### src/rtl/pc_sequencer.sv
// Multi-cycle fetch/execute sequencer: owns PC and IR, handshakes with instruction
// and data memory, and produces the commit strobe that qualifies architectural writes.
module pc_sequencer #(
  parameter int unsigned PC_WIDTH     = 10,
  parameter int unsigned MEM_TIMEOUT  = 15,
  parameter int unsigned RETIRE_WIDTH = 16
) (
  input  logic                    clock_i,
  input  logic                    reset_n_i,
  input  logic                    start_i,
  output logic                    imem_req_o,
  output logic [PC_WIDTH-1:0]     imem_addr_o,
  input  logic                    imem_ack_i,
  input  logic [7:0]              imem_data_i,
  output logic [7:0]              ir_o,
  output logic [PC_WIDTH-1:0]     pc_o,
  input  logic                    memread_i,
  input  logic                    memwrite_i,
  input  logic                    branchf_i,
  input  logic                    branchb_i,
  input  logic                    done_i,
  input  logic [7:0]              offset_i,
  output logic                    dmem_req_o,
  input  logic                    dmem_ack_i,
  output logic                    commit_o,
  output logic                    done_o,
  output logic                    err_o,
  output logic [RETIRE_WIDTH-1:0] retired_o
);

  typedef enum logic [2:0] {StIdle, StFetch, StExec, StMem, StHalt, StErr} state_e;

  state_e                  state_q, state_d;
  logic [PC_WIDTH-1:0]     pc_q, pc_d;
  logic [7:0]              ir_q, ir_d;
  logic [RETIRE_WIDTH-1:0] retired_q, retired_d;
  logic [7:0]              wait_q, wait_d;

  logic                    imem_req, dmem_req, commit, done, err, restart;
  logic [PC_WIDTH-1:0]     pc_inc, pc_target, off_ext;

  assign off_ext = PC_WIDTH'(offset_i);
  assign pc_inc  = pc_q + PC_WIDTH'(1);

  // Forward branch wins when the decoder flags both directions.
  always_comb begin
    pc_target = pc_inc;
    if (branchf_i)      pc_target = pc_q + off_ext;
    else if (branchb_i) pc_target = pc_q - off_ext;
  end

  always_comb begin
    state_d   = state_q;
    pc_d      = pc_q;
    ir_d      = ir_q;
    retired_d = retired_q;
    wait_d    = wait_q;
    imem_req  = 1'b0;
    dmem_req  = 1'b0;
    commit    = 1'b0;
    done      = 1'b0;
    err       = 1'b0;
    restart   = 1'b0;

    unique case (state_q)
      StIdle: begin
        if (start_i) restart = 1'b1;
      end
      StFetch: begin
        imem_req = 1'b1;
        if (imem_ack_i) begin
          ir_d    = imem_data_i;
          state_d = StExec;
        end
      end
      StExec: begin
        if (done_i) begin
          state_d = StHalt;
        end else if (memread_i || memwrite_i) begin
          wait_d  = 8'd0;
          state_d = StMem;
        end else begin
          commit  = 1'b1;
          pc_d    = pc_target;
          state_d = StFetch;
        end
      end
      StMem: begin
        dmem_req = 1'b1;
        if (dmem_ack_i) begin
          commit  = 1'b1;
          pc_d    = pc_inc;
          state_d = StFetch;
        end else begin
          // wait_d counts MEM cycles that passed without an ack.
          wait_d = wait_q + 8'd1;
          if (wait_d == 8'(MEM_TIMEOUT)) state_d = StErr;
        end
      end
      StHalt: begin
        done = 1'b1;
        if (start_i) restart = 1'b1;
      end
      StErr: begin
        done = 1'b1;
        err  = 1'b1;
      end
      default: state_d = StIdle;
    endcase

    if (restart) begin
      pc_d      = '0;
      retired_d = '0;
      state_d   = StFetch;
    end

    if (commit && (retired_q != {RETIRE_WIDTH{1'b1}})) begin
      retired_d = retired_q + RETIRE_WIDTH'(1);
    end
  end

  always_ff @(posedge clock_i or negedge reset_n_i) begin
    if (!reset_n_i) begin
      state_q   <= StIdle;
      pc_q      <= '0;
      ir_q      <= '0;
      retired_q <= '0;
      wait_q    <= '0;
    end else begin
      state_q   <= state_d;
      pc_q      <= pc_d;
      ir_q      <= ir_d;
      retired_q <= retired_d;
      wait_q    <= wait_d;
    end
  end

  // The flop reset forces StIdle, so every strobe below drops as soon as reset asserts.
  assign imem_req_o  = imem_req;
  assign imem_addr_o = pc_q;
  assign pc_o        = pc_q;
  assign ir_o        = ir_q;
  assign dmem_req_o  = dmem_req;
  assign commit_o    = commit;
  assign done_o      = done;
  assign err_o       = err;
  assign retired_o   = retired_q;

endmodule

### config.mk
export PLATFORM = sky130hd
export DESIGN_NAME = pc_sequencer
export DESIGN_NICKNAME = d
export VERILOG_FILES = /design/src/rtl/pc_sequencer.sv
export SDC_FILE = /design/constraint.sdc
export NUM_CORES = 1
export LEC_CHECK = 0
export ABC_AREA = 1
export BUFFER_PORTS_ARGS = -buffer_cell sky130_fd_sc_hd__buf_4
export CAP_MARGIN = 25
export CORE_ASPECT_RATIO = 0.9
export CORE_MARGIN = 10
export CORE_UTILIZATION = 30
export DETAILED_ROUTE_END_ITERATION = 7
export GPL_TIMING_DRIVEN = 0
export PLACE_DENSITY = 0.52
export SLEW_MARGIN = 40
export SYNTH_ARGS = -nofsm -noshare
export SYNTH_HDL_FRONTEND = slang
export SYNTH_SLANG_ARGS = --single-unit
### constraint.sdc
create_clock -name clock_i -period 1.9 [get_ports clock_i]
set_clock_uncertainty 0.1 [all_clocks]
set_input_delay 0 -clock clock_i [delete_from_list [all_inputs] [get_ports clock_i]]
set_output_delay 0 -clock clock_i [all_outputs]
set_load 0.01 [all_outputs]
# --- Word level (Yosys, flattened, before mapping) ---
# Cells that the tools add are included.
word_totals:
  out_inout_bits: 49
  input_bits: 26
  elab_cells: 69
  register_bits: 45
classes:
  reduce_logical: 13
  eq_ne: 16
  addsub: 5
  n_mux: 30
ops:
  columns: ["operator", "count"]
  rows:
  - ["two-way mux 10 bit", 6]
  - ["two-way mux 16 bit", 2]
  - ["two-way mux 8 bit", 3]
  - ["one-hot mux 10 bit (2 select lines)", 1]
  - ["adder 16 x 1 -> 16 bit (second input constant)", 1]
  - ["!= test 16 bit (second input constant)", 1]
  - ["one-hot mux 8 bit (2 select lines)", 1]
  - ["two-way mux 3 bit", 5]
  - ["!= test 3 bit (second input constant)", 4]
  - ["one-hot mux 3 bit (4 select lines)", 1]
  - ["adder 10 x 1 -> 10 bit (second input constant)", 1]
  - ["adder 10 x 8 -> 10 bit", 1]
  - ["subtractor 10 x 8 -> 10 bit", 1]
  - ["two-way mux 1 bit", 9]
  - ["adder 8 x 1 -> 8 bit (second input constant)", 1]
  - ["== test 8 x 4 -> 1 bit (second input constant)", 1]
  - ["AND reduction 4 bit", 2]
  - ["== test 3 x 2 -> 1 bit (second input constant)", 2]
  - ["== test 3 bit (second input constant)", 2]
  - ["!= test 2 bit (second input constant)", 3]
  - ["!= test 4 bit (second input constant)", 1]
  - ["nonzero test 2 bit", 2]
  - ["OR reduction 2 bit", 2]
  - ["== test 3 x 1 -> 1 bit (second input constant)", 1]
  - ["10 further kinds", 10]

# --- Logic depth before layout (Yosys ltp) ---
depth:
  word_depth: 7
  depth_mapped: 16
  depth_no_buf: 15

# --- Worst setup path after synthesis ---
# OpenSTA, ideal clock, no wires.
synth_path:
  path_kind: "flip-flop to flip-flop"
  start: "register pc_q[0], in the netlist imem_addr_o[0]"
  end: "register pc_q[6], in the netlist imem_addr_o[6]"
  stages_incl_launch_ff: 12
  n_path_buf: 0
  t_arrival_ns: 1.849
  setup_slack_ns: -0.166
  synth_period_minus_slack_ns: 2.066
  setup_ns: 0.117
  required_time_ns: 1.683
  cell_sequence: "dfrtp_1 > ha_1 > inv_1 > fa_1 > o21ai_0 > nand3_1 > nand3_1 > nand3_1 > nand2_1 > nand2_1 > nand2_1 > nand2_1"
synth_via:
  elab_chain_cells: 7
synth_rtl:
  columns: ["element", "line_no", "rtl"]
  rows:
  - ["start: declaration", "34", "logic [PC_WIDTH-1:0] pc_q, pc_d;"]
  - ["start signal: assignment", "131", "pc_q <= pc_d;"]
  - ["adder 10 x 1 -> 10 bit or subtractor 10 x 8 -> 10 bit (tied branches)", "43, 49", null]
  - ["two-way mux 10 bit", "49", "else if (branchb_i) pc_target = pc_q - off_ext;"]
  - ["two-way mux 10 bit", "48", "if (branchf_i) pc_target = pc_q + off_ext;"]
  - ["two-way mux 10 bit", "79", "end else if (memread_i || memwrite_i) begin"]
  - ["two-way mux 10 bit", "77", "if (done_i) begin"]
  - ["one-hot mux 10 bit (2 select lines) (*)", "65", "unique case (state_q)"]
  - ["two-way mux 10 bit (*)", "111", "if (restart) begin"]
# Mark *: on every way between the ends. The rest lies on a longest branch, timed or not. The select of a mux whose other input is x is not followed.
# A chain may end at the register's enable or synchronous reset.

# --- Final worst setup path ---
# Same ends and word-level chain as after synthesis.

==> impl_results.md <==
* Initial antenna violation count at 0
* CTS Buffer Depth at 2
* Dominant synthesized flop cell: dfrtp_1
* GR Overflow Total at 0
* Antenna viol nets, final at 0
* Clock sinks at 45
* Most numerous cell in the Yosys netlist: nand2_1
* CP Max Fanout at 3
* CP required at 1980 ps
* Worst Tran Pin Value at 585 ps
* Leak pwr at 0.00259 uW
* Failing checks: setup timing
* First-pass DRT Iterations at 5
* Clock root cell: clkbuf_16
* Design Power at 7120 uW
* Core Region at 0.0121 mm^2
* Final Setup Violations at 2
* Crit path top cell by count: nand2_1
* Top-area cell type share of the netlist area at between 30% and 40%
* Largest net degree at the start of global routing at 46
* Row cnt at 38
* Clk_lat worst skew at 290 ps
* Status: finished, violations left
* Die Y-Extent at 126 um
* RSZ-0062 raised after global routing: true
* Synth area leaders: dfrtp_1, nand2_1, inv_1
* DRC at 0
* Nets at 695
* Fin crit period at 1960 ps
* N_diodes at 0
* Slew HR at 61.0%
* Grt met1 use at between 15 and 20%
* Detail Placement HPWL at 8110 um
* Max rail drop VDD at 0.000567 V
* Worst path slowest cell: dfrtp_2
* Iter 0 DRT Violations at 171
* I/O Pins at 75
* Yosys cell types at 40
* Share of cells above drive strength 1 at 36.4%
* Initial Util at 30.9%
* CTS tree: yes
* Vias per inst at a little under 5
* HP Class: primary input to register
* Vias in the first global route at ~3,900
* Mean post-synth cell area at 7.14 um^2
* Gate Count Post-Synth at roughly 530
* Worst EP arrival at 2040 ps
* Max cap viols at 0
* CP cell instances: ha_4 -> inv_2 -> fa_2 -> o21ai_4 -> nand3_2 -> nand3_2 -> nand3_1 -> nand2_2 -> nand2_1 -> nand2_1 -> nand2_1
* Startpoint Class: register
* Post-route clock period utilization at 103%
* DR WL/cell at between 10 and 15 um
* Crit. End Element: register
* Final hold vios at 0
* Final WL at 11,400 um
* GRT Max-Usage Layer: met2
* Clock transition at path regs at 60 ps
* Met2 GRT Util at 20.6%
* Pwr per Cell Area at 1330 mW/mm^2
* Post-synth EDFFs at 0
* Synth Net Count at 573
* I/O Buffers at 73
* GPL Wtd Cong at 0.848
* Sequential area share after synthesis at 30.1%
* Setup_tns at -79.4 ps
* Crit path from: imem_addr_o[0]
* Met3 Use GR at 3.38%
* Synth-to-layout area growth at 43.1%
* Critical path's largest stage delay at 400 ps
* Global-route wire length before repair at approximately 18,000 um
* Fin area at 0.00536 mm^2
* Synth area leader: dfrtp_1
* Die X at around 140 um
* DIE AREA at 0.0174 mm^2
* PnR worst setup slack at -61.3 ps
* Maximum clock frequency at 0.510 GHz
* Post-synth top cells: nand2_1, inv_1, nand3_1
* Register bit total from synthesis at 45
* Num CTS Buffers at 5
* Startpoint of the worst hold path: memread_i
* Vias at 3,896
* GRT Total Usage at 12.6%
* Reg2reg start: imem_addr_o[0]
* Syn. warnings at 0
* FFs w/ async S/R, synth at 100%
* Post-DP Area at 0.00451 mm^2
* Worst Path Class, Setup: register to register
* Post-synthesis cell area at 0.00375 mm^2
* CTS H-tree depth at 2
* Worst slack, placed at -317 ps
* Final Max Slew Viols at 0
flip-flops by register name (all words and copies together), names as in the netlist:
signal and flops:
wait_q 8, state_q 3, ir_o 8, retired_o 16
imem_addr_o 10
what timing repair did:
item	CTS	global route
hold buffers	11	0
pin swaps	13	36
resized for setup	40	50
buffers inserted	16	19
setup endpoints to repair	21	33
hold endpoints to repair	55	0
final cells by class:
class                      count  area (um^2)
clock buffer                   7          143
fill                        1235         6760
tap                          160          200
sequential                    45         1140
clock inverter                 1         30.0
timing repair buffer         119          932
multi-input combinational    378         2460
buffer                        17          150
inverter                      81          313
critical path: cells and delay by family, from the launching register on:
family / cells / cell delay, ps
AND/OR/NAND/NOR: 7 / 560
buffers and inverters: 1 / 40
adder cells (fa/ha/maj): 2 / 540
flip-flops: 1 / 400
AO/OA/AOI/OAI: 1 / 230
cell families after synthesis:
kind of cell	share of synthesized area (%)
buffers and inverters	12.0
AO/OA/AOI/OAI	10.9
adder cells (fa/ha/maj)	7.75
AND/OR/NAND/NOR	33.1
XOR/XNOR	3.27
multiplexers	2.94
flip-flops	30.1
power by group:
group	switching (uW)	internal, uW	leakage, uW	total, uW
sequential	327	1260	0.000581	1590
combinational	2410	2090	0.00193	4500
clock	367	658	0.0000841	1020
routing by layer:
metal	wire (um)	vias up
li1	-	1943
met1	5020	1835
met2	5420	108
met3	896	10
met4	98	0
met5	0	-
final timing paths:
path	endpoint	slack (ps)	depth (start not counted)
setup / recovery	imem_addr_o[6]	-60	11
hold / removal	imem_addr_o[6]	30	5
setup reg to reg	imem_addr_o[6]	-60	11
hold reg to reg	ir_o[6]	410	1
max in group asynchronous	wait_q[1]	1110	2
min in group asynchronous	retired_o[1]	150	2
metrics by stage:
stage | instances | utilization [%] | hold WS (ps)
final | 808 | 44.2 | 25.6
after global routing | 808 | 44.2 | 72.3
after CTS | 791 | 41.7 | 69.1
after detailed placement | 758 | 37.2 | -48.2
after global placement | 758 | 37.2 | -47.6
after floorplan | 525 | - | -396
cell usage in the layout, fill, tap and decap left out, types with 9 or more instances in the layout:
master / n
xor2_1: 11
nand2_2: 20
nor2_1: 33
o21ai_0: 18
dfrtp_1: 37
nand3_2: 11
ha_4: 9
ha_1: 10
nand2_1: 120
dlygate4sd3_1: 11
buf_4: 115
nand4_1: 16
nand3_1: 46
inv_1: 72
Power figures use the tool's default switching activity.
